--- src/rtl/tmds_channel_encoder.sv ---
// rtl/tmds_channel_encoder.sv - DVI TMDS 8b/10b channel encoder, 2-cycle pipeline.
// Optional disparity monitor ports enabled by TMDS_DISPARITY_MON_EN.
module tmds_channel_encoder #(
   parameter int INVERT_OUT = 0,
   parameter int CNT_W      = 5
) (
   input  logic             pixclk,
   input  logic             reset,
   input  logic             de,
   input  logic             c0,
   input  logic             c1,
   input  logic [7:0]       d,
`ifdef TMDS_DISPARITY_MON_EN
   output logic [CNT_W-1:0] disparity,
   output logic             disp_err,
`endif
   output logic [9:0]       tmds
);

   localparam logic [9:0] CTRL_00 = 10'b1101010100;
   localparam logic [9:0] CTRL_01 = 10'b0010101011;
   localparam logic [9:0] CTRL_10 = 10'b0101010100;
   localparam logic [9:0] CTRL_11 = 10'b1010101011;
   localparam logic [9:0] RST_SYM = (INVERT_OUT != 0) ? ~CTRL_00 : CTRL_00;
   localparam logic signed [CNT_W-1:0] TWO = CNT_W'(2);

   logic [3:0]  n1d;
   logic        use_xnor;
   logic        acc;
   logic [8:0]  qm_next;

   logic        de_q;
   logic [1:0]  c_q;
   logic [8:0]  q_m;

   logic [3:0]  n1;
   logic signed [CNT_W-1:0] bal;
   logic signed [CNT_W-1:0] cnt;
   logic signed [CNT_W-1:0] cnt_nx;
   logic [9:0]  sym;
   logic        q8;
   logic        cnt_pos;
   logic        cnt_neg;

   always_comb begin
      n1d = 4'd0;
      for (int i = 0; i < 8; i++) n1d = n1d + {3'b000, d[i]};
      use_xnor = (n1d > 4'd4) || ((n1d == 4'd4) && !d[0]);
      acc = d[0];
      qm_next = 9'd0;
      qm_next[0] = acc;
      for (int i = 1; i < 8; i++) begin
         acc = use_xnor ? ~(acc ^ d[i]) : (acc ^ d[i]);
         qm_next[i] = acc;
      end
      qm_next[8] = ~use_xnor;
   end

   always_ff @(posedge pixclk or posedge reset) begin
      if (reset) begin
         de_q <= 1'b0;
         c_q  <= 2'b00;
         q_m  <= 9'd0;
      end else begin
         de_q <= de;
         c_q  <= {c1, c0};
         q_m  <= qm_next;
      end
   end

   // bal is n1-n0 of q_m[7:0]; always even, within -8..+8
   always_comb begin
      n1 = 4'd0;
      for (int i = 0; i < 8; i++) n1 = n1 + {3'b000, q_m[i]};
      bal     = CNT_W'(2 * int'(n1) - 8);
      q8      = q_m[8];
      cnt_neg = cnt[CNT_W-1];
      cnt_pos = !cnt_neg && (cnt != '0);
      sym     = CTRL_00;
      cnt_nx  = cnt;
      if (!de_q) begin
         cnt_nx = '0;
         case (c_q)
            2'b00:   sym = CTRL_00;
            2'b01:   sym = CTRL_01;
            2'b10:   sym = CTRL_10;
            default: sym = CTRL_11;
         endcase
      end else if ((cnt == '0) || (n1 == 4'd4)) begin
         sym    = {~q8, q8, q8 ? q_m[7:0] : ~q_m[7:0]};
         cnt_nx = q8 ? (cnt + bal) : (cnt - bal);
      end else if ((cnt_pos && (n1 > 4'd4)) || (cnt_neg && (n1 < 4'd4))) begin
         sym    = {1'b1, q8, ~q_m[7:0]};
         cnt_nx = cnt + (q8 ? TWO : '0) - bal;
      end else begin
         sym    = {1'b0, q8, q_m[7:0]};
         cnt_nx = cnt - (q8 ? '0 : TWO) + bal;
      end
   end

   // Inversion only touches the line symbol; cnt follows the true symbol
   always_ff @(posedge pixclk or posedge reset) begin
      if (reset) begin
         cnt  <= '0;
         tmds <= RST_SYM;
      end else begin
         cnt  <= cnt_nx;
         tmds <= (INVERT_OUT != 0) ? ~sym : sym;
      end
   end

`ifdef TMDS_DISPARITY_MON_EN
   assign disparity = cnt;

   always_ff @(posedge pixclk or posedge reset) begin
      if (reset) disp_err <= 1'b0;
      else if ((int'(cnt_nx) > 8) || (int'(cnt_nx) < -8)) disp_err <= 1'b1;
   end
`endif

endmodule

--- config.mk ---
export PLATFORM = sky130hd
export DESIGN_NAME = tmds_channel_encoder
export DESIGN_NICKNAME = d
export VERILOG_FILES = /design/src/rtl/tmds_channel_encoder.sv
export SDC_FILE = /design/constraint.sdc
export NUM_CORES = 1
export LEC_CHECK = 0
export BUFFER_PORTS_ARGS = -buffer_cell sky130_fd_sc_hd__buf_2
export CORE_ASPECT_RATIO = 2
export CORE_MARGIN = 4
export CORE_UTILIZATION = 55
export DETAILED_ROUTE_END_ITERATION = 10
export PLACE_DENSITY = 0.76
export SYNTH_ARGS = -nofsm -noshare
export SYNTH_HDL_FRONTEND = slang
export SYNTH_SLANG_ARGS = --single-unit
--- constraint.sdc ---
create_clock -name pixclk -period 12.2 [get_ports pixclk]
set_input_delay 3.66 -clock pixclk [delete_from_list [all_inputs] [get_ports pixclk]]
set_output_delay 3.66 -clock pixclk [all_outputs]
set_load 0.01 [all_outputs]
==> flow_summary.ini, run 1 <==
[status]
status = completed

[clocking]
postCtsSetupRepairBufs = 0
cts_tree = yes
insertion_delay_ns = 0.27
clock_tree.root_cell = clkbuf_8
cts_resized = 0
cts_buffers = 3
holdBufCountCts = 0
ctsLongestPathBuffers = 2
cts.sinks = 26
htree_num_levels = 1
path_clk_slew_ns = 0.09

[yosys]
synth_top_family_by_area = adder cells
yosysSeqAreaShare = 0.3146
synth_cells = 198
synth_seq_cells = 26
synth_area_um2 = 2088
syn_nets = 249
synthSimpleGateAreaFrac = 0.04434
synth_xor_area_frac = 0.1540
yosys.area_share.adder = 0.2744
synth_compound_area_frac = 0.1067
synthMuxAreaShare = 0.01917
synth.avg_cell_area_um2 = 10.55
ys.warnings.count = 0
synth-async-reset-ratio = 1.000
yosysUniqueCellTypes = 28
synth_flop_cell = dfrtp_1
synth_edf_count = 0

[sta]
slew_headroom = 0.3778
fmax_mhz = 149.7
setup_violations = 0
fin_tns_setup_ns = 0
layout_min_cycle_time_ns = 6.681
drv_slew = 0
holdWs_ns = 0.6314
finalHoldViolations = 0
worst_slew_pin_slew_ns = 0.9322
finalCritPeriodShare = 0.5476
grt_setup_unrepaired = false
fin_worst_skew_ns = 0.002290

[global_routing]
grt.met2_usage = 0.3755
first_global_vias = 1469
antenna_found_initial = 0
grt_pass1_wl_um = 6658
grt_use_total = 0.1893
use_met1 = 0.1703
overflow = 0
grt_max_degree = 27
grt.busiest_layer = met2
gr-usage-met3 = 0.01408

[flow_run]
max_cap_viol_count = 0

[routing]
firstDrtPassIters = 4
wirelength_um = 3854
drc_errors = 0
ant_nets = 0
wl_per_cell_um = 14.33
drt_iter0_drc = 12
viasPerCell = 5.041
vias = 1356

[cells_and_area]
syn2layout_area_growth_pct = 10.49
drive_gt1_frac = 0.1636
seq_area_um2 = 656.9
fin_cells = 269
antenna_cells = 0
stdcell_area_um2 = 2307
multi_input_area_um2 = 1250
fill_cells = 336
finalNetCount = 272

[placed_design]
port_buffers = 22
dpl_cell_area_um2 = 2236
dp.cells = 265
dpl.hpwl_um = 3329
gp_congestion = 0.8495

[worst_hold_path]
holdPathStages = 2
hold_class = flip-flop to flip-flop

[worst_setup_path]
crit_fanout = 4
cp-end-kind = flip-flop
critPathLaunchType = primary input
worstRegToRegCells = 14
crit_type = primary input to flip-flop
cp.required_ns = 12.36
arrival_ns = 6.84

[die]
die_height_um = 95.14
rows = 31
die_area_um2 = 4906
io_pins = 23
coreArea_um2 = 3646
die_w_um = 51.57
initial_core_util = 0.5728
[stage by stage]
step | setup WS [ns] | util
2_1_floorplan | 5.523 | -
3_3_place_gp | 5.286 | 0.6132
3_5_place_dp | 5.187 | 0.6132
4_1_cts | 5.479 | 0.6328
5_1_grt | 5.356 | 0.6328
6_report | 5.519 | 0.6328
[critical path, cell delays in order]
cell	delay (ns)
buf_2	0.10
inv_1	0.07
fa_1	0.55
fa_1	0.43
fa_1	0.49
inv_1	0.04
ha_1	0.20
fa_1	0.49
nor3_1	0.05
o22ai_1	0.46
xnor2_2	0.15
xnor2_1	0.15
[registers in the layout, indices dropped and copies added (netlist names)]
| signal | count |
|---|---|
| tmds | 10 |
| de_q | 1 |
| c_q | 2 |
| cnt | 4 |
| q_m | 9 |
[cell usage after synthesis, types with 2 or more instances]
cell      number  area, um2
dfrtp_1       21      525.5
xnor3_1        2      45.04
inv_1         42      157.7
a21o_1        11      82.58
nor3_1         3      15.01
xnor2_1       17      148.9
nor2_1         9      33.78
a21oi_1       12      60.06
clkbuf_1       2      7.510
xor2_1         9      78.83
mux2i_1        4      40.04
a31oi_1        2      12.51
fa_1          13      260.3
o21ai_0        4      20.02
nand2_1        4      15.01
ha_1          25      312.8
xnor2_2        3      48.80
dfstp_2        5      131.4
[per-layer routing]
layer,part of all wire,up-vias
met4,0.057,0
met2,0.62,28
met3,0.021,15
met1,0.30,649
met5,0,-
li1,-,664
[logic make-up after synthesis]
kind of cell | after synthesis
buffers and inverters | 46
XOR/XNOR | 31
multiplexers | 4
AND/OR/NAND/NOR | 20
flip-flops | 26
AO/OA/AOI/OAI | 33
adder cells (fa/ha/maj) | 38
[final cells by class]
type,count,area share
multi-input combinational,126,0.5418
sequential,26,0.2847
inverter,42,0.06833
timing repair buffer,22,0.04772
tap,49,0.02657
clock buffer,3,0.01790
clock inverter,1,0.01302
[path summary, 6_finish.rpt]
kind                         from  endpoint  slack, ns
setup / recovery             d[0]    q_m[7]       5.52
hold / removal             q_m[2]   tmds[2]       0.63
setup reg to reg           q_m[0]    cnt[4]       7.44
hold reg to reg            q_m[2]   tmds[2]       0.63
max in group asynchronous   reset    q_m[4]       8.05
min in group asynchronous   reset    c_q[1]       3.58
[cells in the final DEF, fill, tap and decap left out, drive strengths merged, types with 2 or more instances in the layout]
master	instances
a21o	11
nor2	9
dfstp	5
clkbuf	3
xor2	9
nor3	3
inv	42
fa	13
ha	25
a21oi	12
xnor2	20
xnor3	2
mux2i	4
buf	22
dfrtp	21
nand2	4
a31oi	2
o21ai	4
Power of run 1 is not shown: default switching activity piles up to over one toggle a cycle in this logic, so the estimate is an artifact.
==> run 2: changes to the inputs <==
ABC_AREA = 1   (was not set)
PLACE_DENSITY = 0.75   (was 0.76)
clock period = 6.6 ns   (was 12.2 ns; I/O delays follow)
==> flow_summary.ini, run 2 <==
[sta]
holdWs_ns = 0.5362
setup_violations = 0
slew_headroom = 0.3852
worst_slew_pin_slew_ns = 0.9211
fin_worst_skew_ns = 0.003585
fin_tns_setup_ns = 0
grt_setup_unrepaired = false
finalHoldViolations = 0
finalCritPeriodShare = 0.7568
fmax_mhz = 200.2
drv_slew = 0
layout_min_cycle_time_ns = 4.995

[yosys]
synth_flop_cell = dfrtp_1
synth-async-reset-ratio = 1.000
synth_compound_area_frac = 0.04595
synthSimpleGateAreaFrac = 0.2566
yosysUniqueCellTypes = 22
synth_edf_count = 0
ys.warnings.count = 0
synthMuxAreaShare = 0
synth.avg_cell_area_um2 = 7.675
synth_cells = 298
syn_nets = 349
synth_top_family_by_area = simple AND/OR/NAND/NOR gates
yosys.area_share.adder = 0.2505
synth_seq_cells = 26
synth_top_area_frac = 0.2298
synth_area_um2 = 2287
synth_top_area_cell = dfrtp_1
synth_common_cells = nand2_1, inv_1, nand3_1, ha_1, dfrtp_1
yosysMostFrequentCell = nand2_1
synth_xor_area_frac = 0.03063
synth_area_leaders = dfrtp_1, ha_1, nand2_1
yosysSeqAreaShare = 0.2872

[die]
die_area_um2 = 5317
die_height_um = 99.20
io_pins = 23
coreArea_um2 = 3924
initial_core_util = 0.5829
rows = 32
die_w_um = 53.60

[global_routing]
use_met1 = 0.1616
grt_max_degree = 27
antenna_found_initial = 0
first_global_vias = 1886
overflow = 0
grt.busiest_layer = met2
grt_use_total = 0.1971
grt_pass1_wl_um = 7748
grt.met2_usage = 0.4030
gr-usage-met3 = 0.01799

[clocking]
cts_tree = yes
cts_buffers = 3
cts_resized = 0
htree_num_levels = 1
path_clk_slew_ns = 0.09
cts.sinks = 26
holdBufCountCts = 0
ctsLongestPathBuffers = 2
clock_tree.root_cell = clkbuf_8
postCtsSetupRepairBufs = 0
insertion_delay_ns = 0.27

[routing]
wirelength_um = 4509
viasPerCell = 4.890
ant_nets = 0
drc_errors = 0
wl_per_cell_um = 12.06
drt_iter0_drc = 35
vias = 1829
firstDrtPassIters = 4

[worst_setup_path]
crit_fanout = 5
arrival_ns = 5.16
cp.buffers_inverters = 4
crit_top_cell = nand2_1
critPathLaunchType = primary input
crit_type = primary input to flip-flop
worst_path_max_delay_cell = fa_1
cp.required_ns = 6.77
path_delay_family = adder cells
cpPeakStageDelay_ns = 0.56
cp-end-kind = flip-flop
worstPathCellList = buf_2 > inv_1 > fa_1 > fa_1 > fa_1 > inv_1 > ha_1 > fa_1 > nand3b_1 > nand2_1 > nand2_2 > nand2_1 > nand2_1 > inv_1 > nand2_1 > nand2_1 > nand2_1 > nand2_1

[placed_design]
port_buffers = 22
dpl.hpwl_um = 3939
gp_congestion = 0.8050

[cells_and_area]
drive_gt1_frac = 0.1517
mostFrequentLayoutCells = nand2_1, inv_1, nand3_1
syn2layout_area_growth_pct = 10.39
finalNetCount = 375
largest_register_ffs = 10
final_common_cell = nand2_1
top_regs = tmds (10), q_m (9), cnt (4)
antenna_cells = 0
postLayoutCoreUtil = 0.6435
top_register = tmds

[flow_run]
max_cap_viol_count = 0

[worst_hold_path]
hold_class = flip-flop to flip-flop

[status]
status = completed
## run 2: cell types whose count changed after synthesis, sizes merged, moves of 7 or more
cell   before  now
xnor2      20    3
o21ai       4   11
inv        42   74
a21oi      12    4
nand2       4   90
nand3       1   33
a21o       11    0
## run 2: cell families (layout without fill, tap and decap cells)
group | count (synthesis) | in the layout
simple gates | 133 | 133
buf+inv | 77 | 102
fa+ha+maj | 38 | 38
flops | 26 | 26
compound gates | 16 | 16
xor+xnor | 8 | 8
## run 2: per-layer routing
layer / vias up / wire, um / share of wire
met1: 839 / 1391 / 0.31
met5: - / 0 / 0
li1: 944 / - / -
met3: 16 / 79 / 0.018
met4: 0 / 184 / 0.041
met2: 30 / 2854 / 0.63
## run 2: path summary, 6_finish.rpt
| path | to | startpoint | slack, ns | cells past startpoint |
|---|---|---|---|---|
| max reg2reg | cnt[4] | q_m[0] | 2.21 | 23 |
| max in group asynchronous | tmds[7] | reset | 4.14 | 2 |
| min in group asynchronous | tmds[1] | reset | 1.89 | 2 |
| min reg2reg | tmds[4] | q_m[4] | 0.54 | 3 |
| max | q_m[6] | d[0] | 1.61 | 18 |
| min | tmds[4] | q_m[4] | 0.54 | 3 |
## run 2: final cells by class
type / instances / area (um2)
clock buffer: 3 / 41.29
clock inverter: 1 / 30.03
fill: 368 / 1399
inverter: 76 / 287.8
multi-input combinational: 195 / 1335
sequential: 26 / 656.9
tap: 51 / 63.81
timing repair buffer: 22 / 110.1
## run 2: tightest hold or removal path: stages (launching register included)
cell	delay (ns)
dfrtp_1	0.35
nand2_1	0.05
nand3_1	0.08
nand2_1	0.05
## run 2: through the flow
stage	std cells	worst slack [ns]	area, um2
after CTS	374	1.589	2525
after floorplan	298	1.647	2287
after global routing	374	1.394	2525
final	374	1.605	2525
after global placement	370	1.402	2454
after detailed placement	370	1.307	2454
Power of run 2 is left out for the same reason.
==> run 3: changes to the inputs <==
clock period = 4.6 ns   (was 6.6 ns; I/O delays follow)
==> flow_summary.ini, run 3 (same netlist as run 2, synthesis figures left out) <==
[status]
status = completed

[cells_and_area]
final_common_cell = nand2_1
syn2layout_area_growth_pct = 14.33
drive_gt1_frac = 0.1951
finalNetCount = 380
largest_register_ffs = 10
top_regs = tmds (10), q_m (9), cnt (4)
top_register = tmds
mostFrequentLayoutCells = nand2_1, inv_1, nand3_1
fin_cells = 379
antenna_cells = 0

[clocking]
cts.sinks = 26
ctsLongestPathBuffers = 2
clock_tree.root_cell = clkbuf_8
htree_num_levels = 1
cts_tree = yes
holdBufCountCts = 0
insertion_delay_ns = 0.27
cts_buffers = 3
path_clk_slew_ns = 0.09

[placed_design]
port_buffers = 22
dpl.hpwl_um = 3949
dp.cells = 372
gp_congestion = 0.8442

[die]
coreArea_um2 = 3924
initial_core_util = 0.5829
rows = 32
die_height_um = 99.20
die_w_um = 53.60
die_area_um2 = 5317
io_pins = 23

[global_routing]
overflow = 0
first_global_vias = 1898
antenna_found_initial = 0
grt_max_degree = 27
grt_pass1_wl_um = 7907
grt_use_total = 0.1987

[routing]
vias = 1917
drt_iter0_drc = 25
wl_per_cell_um = 12.26
ant_nets = 0
firstDrtPassIters = 4
wirelength_um = 4646
drc_errors = 0
viasPerCell = 5.058

[worst_setup_path]
startpoint = q_m[0]
path_delay_family = adder cells
crit_type = flip-flop to flip-flop
crit_fanout = 3
crit_top_cell = inv_1
r2r_end = cnt[4]
worst_path_max_delay_cell = fa_1
worstPathCellList = fa_1 > inv_1 > fa_1 > fa_1 > inv_1 > ha_1 > inv_1 > fa_2 > inv_1 > nand2_1 > nand2_2 > inv_1 > ha_1 > inv_2 > ha_1 > nand2_1 > nand3_1 > nand3_1 > nand3_1 > a21oi_1 > nor2_1
critPathLaunchType = flip-flop
cpPeakStageDelay_ns = 0.54
r2r_start = q_m[0]
cp-end-kind = flip-flop
rrSetupSlack_ns = 0.26
worstRegToRegCells = 21
cp.required_ns = 4.76
arrival_ns = 4.50
crit_cells = 21
cp.buffers_inverters = 6

[worst_hold_path]
holdPathStages = 3
hp-start = q_m[2]
hold_class = flip-flop to flip-flop
holdPathEnd = tmds[2]

[sta]
fin_tns_setup_ns = 0
slew_headroom = 0.3784
drv_slew = 0
finalHoldViolations = 0
fmax_mhz = 230.2
finalCritPeriodShare = 0.9442
grt_setup_unrepaired = false
worst_slew_pin_slew_ns = 0.9314
layout_min_cycle_time_ns = 4.343
fin_worst_skew_ns = 0.004409
setup_violations = 0

[flow_run]
max_cap_viol_count = 0
[run 3: changes by cell type in the layout (fill, tap and decap cells not counted), moves of 3 or more]
cell,delta
buf_4,+5
ha_1,-4
ha_4,+3
nor2_1,-3
nor2_2,+3
[run 3: metal layers]
layer | share of wire | global-route usage
met1 | 0.32 | 0.1853
met2 | 0.60 | 0.3907
met3 | 0.020 | 0.01199
met4 | 0.054 | 0.1063
met5 | 0 | 0
[run 3: cell type report]
cell class	instances	area, um2
multi-input cells	195	1388
fillers	353	1309
flip-flops and latches	26	656.9
inverters	76	287.8
repair buffers	27	147.6
well taps	51	63.81
clock buffers	3	41.29
clock inverters	1	30.03
[run 3: worst min-delay path: cells and delay by family (launching register included)]
family           cells  cell delay [ns]
and+or+nand+nor      3             0.18
DFF                  1             0.38
[run 3: through the flow]
step | cell area, um2 | hold WS (ns) | util | setup slack, ns
after floorplan | 2287 | 0.4247 | - | 0.2466
after global placement | 2469 | 0.5474 | 0.6291 | 0.1074
after detailed placement | 2469 | 0.5538 | 0.6291 | 0.02962
after CTS | 2540 | 0.5679 | 0.6473 | 0.1401
after global routing | 2615 | 0.5990 | 0.6665 | 0.02794
final | 2615 | 0.5604 | 0.6665 | 0.2565
[run 3: repair_timing]
item | in CTS | in global routing
setup buffers | 0 | 3
gates resized for setup | 0 | 12
endpoints found under the setup margin | 0 | 1
[run 3: how the worst max path moves through the flow]
| stage | end |
|---|---|
| 4_1_cts | cnt[4] |
| 2_1_floorplan | q_m[6] |
| 5_1_grt | cnt[4] |
| 6_report | cnt[4] |
| 3_3_place_gp | q_m[6] |
| 3_5_place_dp | q_m[6] |
Power of run 3 is left out for the same reason.
